<file path="config.mk">
export PLATFORM = sky130hd
export DESIGN_NAME = dtu_param_flat
export DESIGN_NICKNAME = d
export VERILOG_FILES = /design/src/rtl/dtu_param_if.sv /design/src/rtl/dtu_param.sv /design/src/flat_wrapper.sv
export SDC_FILE = /design/constraint.sdc
export NUM_CORES = 1
export LEC_CHECK = 0
export CAP_MARGIN = 20
export CELL_PAD_IN_SITES_DETAIL_PLACEMENT = 1
export CELL_PAD_IN_SITES_GLOBAL_PLACEMENT = 1
export CORE_UTILIZATION = 34
export CTS_CLUSTER_SIZE = 14
export DETAILED_ROUTE_END_ITERATION = 6
export GPL_ROUTABILITY_DRIVEN = 0
export PLACE_DENSITY_LB_ADDON = 0.1
export SLEW_MARGIN = 25
export SYNTH_ARGS = -nofsm -noshare
export SYNTH_HDL_FRONTEND = slang
export SYNTH_SLANG_ARGS = --single-unit
</file>
<file path="constraint.sdc">
create_clock -name clk -period 3.1 [get_ports clk]
set_clock_uncertainty 0.2 [all_clocks]
set_input_delay 0.62 -clock clk [delete_from_list [all_inputs] [get_ports clk]]
set_output_delay 0.62 -clock clk [all_outputs]
set_load 0.02 [all_outputs]
</file>
<file path="src/rtl/dtu_param_if.sv">
// dtu_param_if: control, character and serial-line bundle for the dtu_param transceiver
interface dtu_param_if #(
  parameter int DATA_W = 7,
  parameter int DIV_W = 16
);
  logic en;
  logic clk_div_ld;
  logic [DIV_W-1:0] clk_div_val;
  logic tx_start;
  logic [DATA_W-1:0] tx_data;
  logic tx_busy;
  logic txd;
  logic rxd;
  logic rx_ack;
  logic [DATA_W-1:0] rx_data;
  logic rx_error;
  logic rx_ready;
  logic rx_busy;
  logic rx_overrun;
  modport master (
    output en, clk_div_ld, clk_div_val, tx_start, tx_data, rxd, rx_ack,
    input tx_busy, txd, rx_data, rx_error, rx_ready, rx_busy, rx_overrun
  );
  modport slave (
    input en, clk_div_ld, clk_div_val, tx_start, tx_data, rxd, rx_ack,
    output tx_busy, txd, rx_data, rx_error, rx_ready, rx_busy, rx_overrun
  );
endinterface

</file>
<file path="src/rtl/dtu_param.sv">
// dtu_param: parametrised serial transceiver with loadable bit divider and error-tagged RX FIFO
module dtu_param #(
  parameter int DATA_W = 7,
  parameter int PARITY = 1,
  parameter int STOP_BITS = 1,
  parameter int DIV_W = 16,
  parameter int DIV_RST = 15,
  parameter int RX_DEPTH = 4
) (
  input logic clk,
  input logic rst,
  dtu_param_if.slave bus
);
  localparam int AW = $clog2(RX_DEPTH);
  localparam logic [3:0] DLAST = 4'(DATA_W - 1);
  localparam logic [3:0] SLAST = 4'(STOP_BITS - 1);
  typedef enum logic [2:0] {T_IDLE, T_START, T_DATA, T_PAR, T_STOP} tx_st_t;
  typedef enum logic [2:0] {R_IDLE, R_START_CHK, R_DATA, R_PAR, R_STOP, R_WAIT_HIGH} rx_st_t;
  tx_st_t tx_st;
  rx_st_t rx_st;
  logic [DIV_W-1:0] div_q, tx_p, tx_cnt, rx_p, rx_cnt;
  logic [3:0] tx_n, rx_n;
  logic [DATA_W-1:0] tx_sh, rx_sh;
  logic tx_par, txd, tx_busy, rs1, rs2, rx_perr, rx_ferr, rx_busy;
  logic push, push_err, pop, full, empty, ovr;
  logic [DATA_W:0] mem [RX_DEPTH];
  logic [AW:0] wp, rp;
  function automatic logic par_of(input logic [DATA_W-1:0] d);
    return (PARITY == 2) ? ~^d : ^d;
  endfunction
  always_ff @(posedge clk)
    div_q <= rst ? DIV_W'(DIV_RST) : bus.clk_div_ld ? bus.clk_div_val : div_q;
  always_ff @(posedge clk)
    if (rst || !bus.en) begin
      tx_st <= T_IDLE;
      txd <= 1'b1;
      tx_busy <= 1'b0;
    end else if (tx_st == T_IDLE) begin
      if (bus.tx_start) begin
        tx_st <= T_START;
        txd <= 1'b0;
        tx_busy <= 1'b1;
        tx_p <= div_q;
        tx_cnt <= div_q;
        tx_sh <= bus.tx_data;
        tx_par <= par_of(bus.tx_data);
        tx_n <= '0;
      end
    end else if (tx_cnt != '0) begin
      tx_cnt <= tx_cnt - 1'b1;
    end else begin
      tx_cnt <= tx_p;
      case (tx_st)
        T_START: begin
          tx_st <= T_DATA;
          txd <= tx_sh[0];
          tx_sh <= tx_sh >> 1;
        end
        T_DATA:
          if (tx_n == DLAST) begin
            tx_st <= (PARITY != 0) ? T_PAR : T_STOP;
            txd <= (PARITY != 0) ? tx_par : 1'b1;
            tx_n <= '0;
          end else begin
            txd <= tx_sh[0];
            tx_sh <= tx_sh >> 1;
            tx_n <= tx_n + 1'b1;
          end
        T_PAR: begin
          tx_st <= T_STOP;
          txd <= 1'b1;
        end
        default:
          if (tx_n == SLAST) begin
            tx_st <= T_IDLE;
            tx_busy <= 1'b0;
          end else begin
            tx_n <= tx_n + 1'b1;
          end
      endcase
    end
  always_ff @(posedge clk)
    {rs2, rs1} <= rst ? 2'b11 : {rs1, bus.rxd};
  always_ff @(posedge clk)
    if (rst || !bus.en) begin
      rx_st <= R_IDLE;
      rx_busy <= 1'b0;
    end else begin
      case (rx_st)
        R_IDLE:
          if (!rs2) begin
            rx_st <= R_START_CHK;
            rx_busy <= 1'b1;
            rx_p <= div_q;
            rx_cnt <= DIV_W'(({1'b0, div_q} + 1'b1) >> 1) - 1'b1;
          end
        R_WAIT_HIGH:
          if (rs2) rx_st <= R_IDLE;
        default:
          if (rx_cnt != '0) begin
            rx_cnt <= rx_cnt - 1'b1;
          end else begin
            rx_cnt <= rx_p;
            case (rx_st)
              R_START_CHK:
                if (rs2) begin
                  rx_st <= R_IDLE;
                  rx_busy <= 1'b0;
                end else begin
                  rx_st <= R_DATA;
                  rx_n <= '0;
                  rx_perr <= 1'b0;
                  rx_ferr <= 1'b0;
                end
              R_DATA: begin
                rx_sh <= {rs2, rx_sh[DATA_W-1:1]};
                rx_n <= (rx_n == DLAST) ? '0 : rx_n + 1'b1;
                if (rx_n == DLAST) rx_st <= (PARITY != 0) ? R_PAR : R_STOP;
              end
              R_PAR: begin
                rx_perr <= rs2 != par_of(rx_sh);
                rx_st <= R_STOP;
              end
              default: begin
                rx_ferr <= rx_ferr | !rs2;
                rx_n <= rx_n + 1'b1;
                if (rx_n == SLAST) begin
                  rx_st <= (rx_ferr || !rs2) ? R_WAIT_HIGH : R_IDLE;
                  rx_busy <= 1'b0;
                end
              end
            endcase
          end
      endcase
    end
  assign push = bus.en && rx_st == R_STOP && rx_cnt == '0 && rx_n == SLAST;
  assign push_err = rx_perr | rx_ferr | !rs2;
  assign empty = wp == rp;
  assign full = (wp ^ rp) == {1'b1, {AW{1'b0}}};
  assign pop = bus.rx_ack && !empty;
  always_ff @(posedge clk)
    if (rst) begin
      wp <= '0;
      rp <= '0;
      ovr <= 1'b0;
    end else begin
      if (push && (!full || pop)) begin
        mem[wp[AW-1:0]] <= {push_err, rx_sh};
        wp <= wp + 1'b1;
      end
      if (pop) rp <= rp + 1'b1;
      ovr <= pop ? 1'b0 : (push && full) ? 1'b1 : ovr;
    end
  assign {bus.rx_error, bus.rx_data} = empty ? '0 : mem[rp[AW-1:0]];
  assign bus.rx_ready = !empty;
  assign bus.rx_overrun = ovr;
  assign bus.rx_busy = rx_busy;
  assign bus.tx_busy = tx_busy;
  assign bus.txd = txd;
endmodule

</file>
<file path="src/flat_wrapper.sv">
// flat-port wrapper written by rule: the top's interface ports become plain ports
module dtu_param_flat 
#(
  parameter int DATA_W = 7,
  parameter int PARITY = 1,
  parameter int STOP_BITS = 1,
  parameter int DIV_W = 16,
  parameter int DIV_RST = 15,
  parameter int RX_DEPTH = 4
)
  (clk, rst, bus_en, bus_clk_div_ld, bus_clk_div_val, bus_tx_start, bus_tx_data, bus_rxd, bus_rx_ack, bus_tx_busy, bus_txd, bus_rx_data, bus_rx_error, bus_rx_ready, bus_rx_busy, bus_rx_overrun);
  dtu_param_if #(.DATA_W(DATA_W), .DIV_W(DIV_W)) bus_i ();
  input logic clk;
  input logic rst;
  input wire logic [$bits(bus_i.en)-1:0] bus_en;
  input wire logic [$bits(bus_i.clk_div_ld)-1:0] bus_clk_div_ld;
  input wire logic [$bits(bus_i.clk_div_val)-1:0] bus_clk_div_val;
  input wire logic [$bits(bus_i.tx_start)-1:0] bus_tx_start;
  input wire logic [$bits(bus_i.tx_data)-1:0] bus_tx_data;
  input wire logic [$bits(bus_i.rxd)-1:0] bus_rxd;
  input wire logic [$bits(bus_i.rx_ack)-1:0] bus_rx_ack;
  output wire logic [$bits(bus_i.tx_busy)-1:0] bus_tx_busy;
  output wire logic [$bits(bus_i.txd)-1:0] bus_txd;
  output wire logic [$bits(bus_i.rx_data)-1:0] bus_rx_data;
  output wire logic [$bits(bus_i.rx_error)-1:0] bus_rx_error;
  output wire logic [$bits(bus_i.rx_ready)-1:0] bus_rx_ready;
  output wire logic [$bits(bus_i.rx_busy)-1:0] bus_rx_busy;
  output wire logic [$bits(bus_i.rx_overrun)-1:0] bus_rx_overrun;
  assign bus_i.en = bus_en;
  assign bus_i.clk_div_ld = bus_clk_div_ld;
  assign bus_i.clk_div_val = bus_clk_div_val;
  assign bus_i.tx_start = bus_tx_start;
  assign bus_i.tx_data = bus_tx_data;
  assign bus_i.rxd = bus_rxd;
  assign bus_i.rx_ack = bus_rx_ack;
  assign bus_tx_busy = bus_i.tx_busy;
  assign bus_txd = bus_i.txd;
  assign bus_rx_data = bus_i.rx_data;
  assign bus_rx_error = bus_i.rx_error;
  assign bus_rx_ready = bus_i.rx_ready;
  assign bus_rx_busy = bus_i.rx_busy;
  assign bus_rx_overrun = bus_i.rx_overrun;
  dtu_param #(.DATA_W(DATA_W), .PARITY(PARITY), .STOP_BITS(STOP_BITS), .DIV_W(DIV_W), .DIV_RST(DIV_RST), .RX_DEPTH(RX_DEPTH)) u_core (.clk(clk), .rst(rst), .bus(bus_i));
endmodule
</file>
==> metrics <==
grt ovf 0; Slew headroom 40.9%; largest net degree at the start of global routing 30; most frequent cell after synthesis edfxtp_1; Internal 3.67 mW; first-pass GRT wire length 33.0 mm; Sink Count 157; Arr. time, crit path 2.18 ns; HP Start u_core.rs1$_SDFF_PP1_; Clk pwr share 43.8%; drc violations 0; endpoints failing setup 0; Seq pwr share 47.7%; register area share after synthesis 53.4%; P_sw 1.27 mW; synthesized area 8150 µm²; Pwr Density 507 nW/µm²; Post-synth EDFFs 121; static leakage power 3.40 nW; PortBufs 42; row count 56; root buffer cell clkbuf_16; Worst Hold Path EP u_core.rs2$_SDFF_PP1_; die extent in x roughly 160 µm; Yosys top cell by area edfxtp_1; switching share of power about a quarter; Nets 863; First-pass DRT Iterations 5; Synth Instances 757; Worst EP required 2.28 ns; Reg2Reg Launch Point u_core.rx_n[0]$_DFFE_PP_; Hold-fix buffers, CTS 0; Post-Syn Nets 804; Final min period 3.00 ns; WHS Path Cells 1; reg2reg end u_core.mem[3][2]$_DFFE_PP_; Avg Inst Size Synth 10.8 µm²; via count 5814; initial antenna violation count 0; hpwl dp about 15 mm; Finished Layout Cells roughly 1100; starting density of the core 34.7%; P&R area growth vs syn 19.7%; 1st-iter DRT viols 211; CTS tree built; maxcap violations 0; unrepaired setup endpoints after global routing no; CP Launch Type register; Synth top cells by count edfxtp_1, nand2_1, nor2_1, xnor2_1, a21oi_1; Vias/cell 5.06; r2r worst-path depth 8; Clock Latency Late Sink 0.43 ns; total I/O pin count 43; clock-pin slew on the worst setup and hold paths 0.07 ns; vias in the first global route 6125; Synth top area share 44.6%; ys async rst share 0%; ANT nets after route 0; Max Freq 333 MHz; Placeable Area around 23000 µm²; Hold Crit Class reg2reg; routed len/inst roughly 17 µm; worst-path fanout max 8; Synth Register Bits 157; Max Root-Sink Buffers 2; Slew @ Worst Pin 0.887 ns; Ant. Diodes 0; kind of critical path reg2out; Synth Flop Type edfxtp_1; Logic pwr share 8.5%; status finished clean; Peak VDD IR roughly 320 µV; r2r setup slk 0.22 ns; final slew viol count 0; Die Y 157 µm; clock buffers created by TritonCTS 17; accumulated negative setup slack 0 ns; layout cell share with drive strength beyond 1 13.1%; placed insts 1115; Critical Path Sink Type primary output; largest cells by area after synthesis edfxtp_1, dfxtp_1, xnor2_1; multi-input logic area 3580 µm²; DIE AREA approximately 25000 µm²; FILL cells 2579; H-Tree Depth 4; global router's overall resource usage 17.5%; final WL 19.9 mm; Overall Power approximately 4.9 mW; Storage cell area ~4400 µm²; Period Utilization, post-route 96.9%; final hold viol count 0; distinct cell type count after synthesis 72; yosys warns 0
-- cells in the final DEF (no fill, tap or decap), drive strengths merged, types with 11 or more instances in the layout --
| master | synthesis | layout |
|---|---|---|
| nand3 | 20 | 20 |
| mux2i | 18 | 18 |
| inv | 14 | 23 |
| nand2 | 76 | 76 |
| o21ai | 34 | 34 |
| edfxtp | 121 | 121 |
| nor3 | 20 | 20 |
| nor2 | 78 | 78 |
| a21oi | 37 | 37 |
| and2 | 15 | 15 |
| buf | 15 | 45 |
| ha | 17 | 17 |
| dfxtp | 36 | 36 |
| clkbuf | 32 | 17 |
| a211oi | 11 | 11 |
| nor2b | 14 | 14 |
| xor2 | 25 | 25 |
| nor4 | 13 | 13 |
| xnor2 | 44 | 44 |
| clkdlybuf4s50 | 0 | 42 |
-- state kept, by name, summed over array words and instances, names as in the netlist, 3 cells and up, named ones only --
| name | cells |
|---|---|
| u_core.rp | 3 |
| u_core.rx_cnt | 16 |
| u_core.rx_st | 3 |
| u_core.rx_p | 16 |
| u_core.tx_n | 4 |
| u_core.div_q | 16 |
| u_core.tx_cnt | 16 |
| u_core.mem | 32 |
| u_core.tx_p | 16 |
| u_core.wp | 3 |
| u_core.rx_n | 4 |
| u_core.rx_sh | 7 |
| u_core.tx_st | 3 |
| u_core.tx_sh | 7 |
-- worst max-delay path, stage by stage (launching register included) --
cell,delay (ns)
dfxtp_1,0.31
buf_4,0.20
mux4_2,0.54
and2_1,0.17
clkdlybuf4s50_1,0.53
-- cell families after synthesis --
kind of cell / Yosys count / synth area share (%)
xor+xnor: 69 / 7.41
compound gates: 132 / 10.4
simple gates: 294 / 18.5
mux: 27 / 4.56
flops: 157 / 53.4
fa+ha+maj: 17 / 2.61
buf+inv: 61 / 3.07
-- power by group through the flow --
stage	Sequential, mW	Clock, mW	Combinational (mW)
3_3_place_gp	2.41	0	0.417
5_1_grt	2.37	2.31	0.472
2_1_floorplan	2.39	0	0.280
3_5_place_dp	2.41	0	0.426
4_1_cts	2.36	2.22	0.430
6_report	2.36	2.16	0.421
-- through the flow --
stage	instance area, µm²	hold WS, ns	utilization, %	setup WS [ns]
detailed placement	9110	0.233	38.8	0.0338
global placement	9110	0.252	38.8	0.130
global route	9750	0.271	41.6	0.00122
floorplan	8150	0.189	-	0.111
CTS	9730	0.251	41.4	0.00860
finish	9750	0.245	41.6	0.0970
-- per-layer routing --
metal  vias up  part of all wire [%]  track usage [%]
met3        16                   2.4             3.07
met5         -                     0                0
met4         0                  0.95             4.76
met2        59                    48             29.0
met1      2868                    49             23.3
li1       2871                     -                -
-- worst max path at each step --
stage	startpoint	end	slack [ns]	cells after the start
floorplan	u_core.tx_cnt[10]$_DFFE_PP_	u_core.tx_sh[0]$_DFFE_PP_	0.11	7
global placement	bus_en	u_core.mem[0][2]$_DFFE_PP_	0.13	5
detailed placement	u_core.rx_n[0]$_DFFE_PP_	u_core.mem[0][1]$_DFFE_PP_	0.03	7
CTS	u_core.rx_n[0]$_DFFE_PP_	u_core.mem[0][1]$_DFFE_PP_	0.009	7
global route	register	bus_rx_data[6]	0.001	4
finish	register	bus_rx_data[6]	0.1	4
-- timing repair --
action / CTS / global route
resized for setup: 1 / 5
setup buffers: 0 / 1
endpoints found under the setup margin: 8 / 40
-- layout make-up --
class	instances	share of cell area, %
sequential	157	44.6
multi-input combinational	539	36.7
timing repair buffer	87	7.77
clock buffer	17	4.36
tap	319	4.09
clock inverter	15	1.94
inverter	14	0.539
No activity file was read; power rests on OpenSTA's default activity.
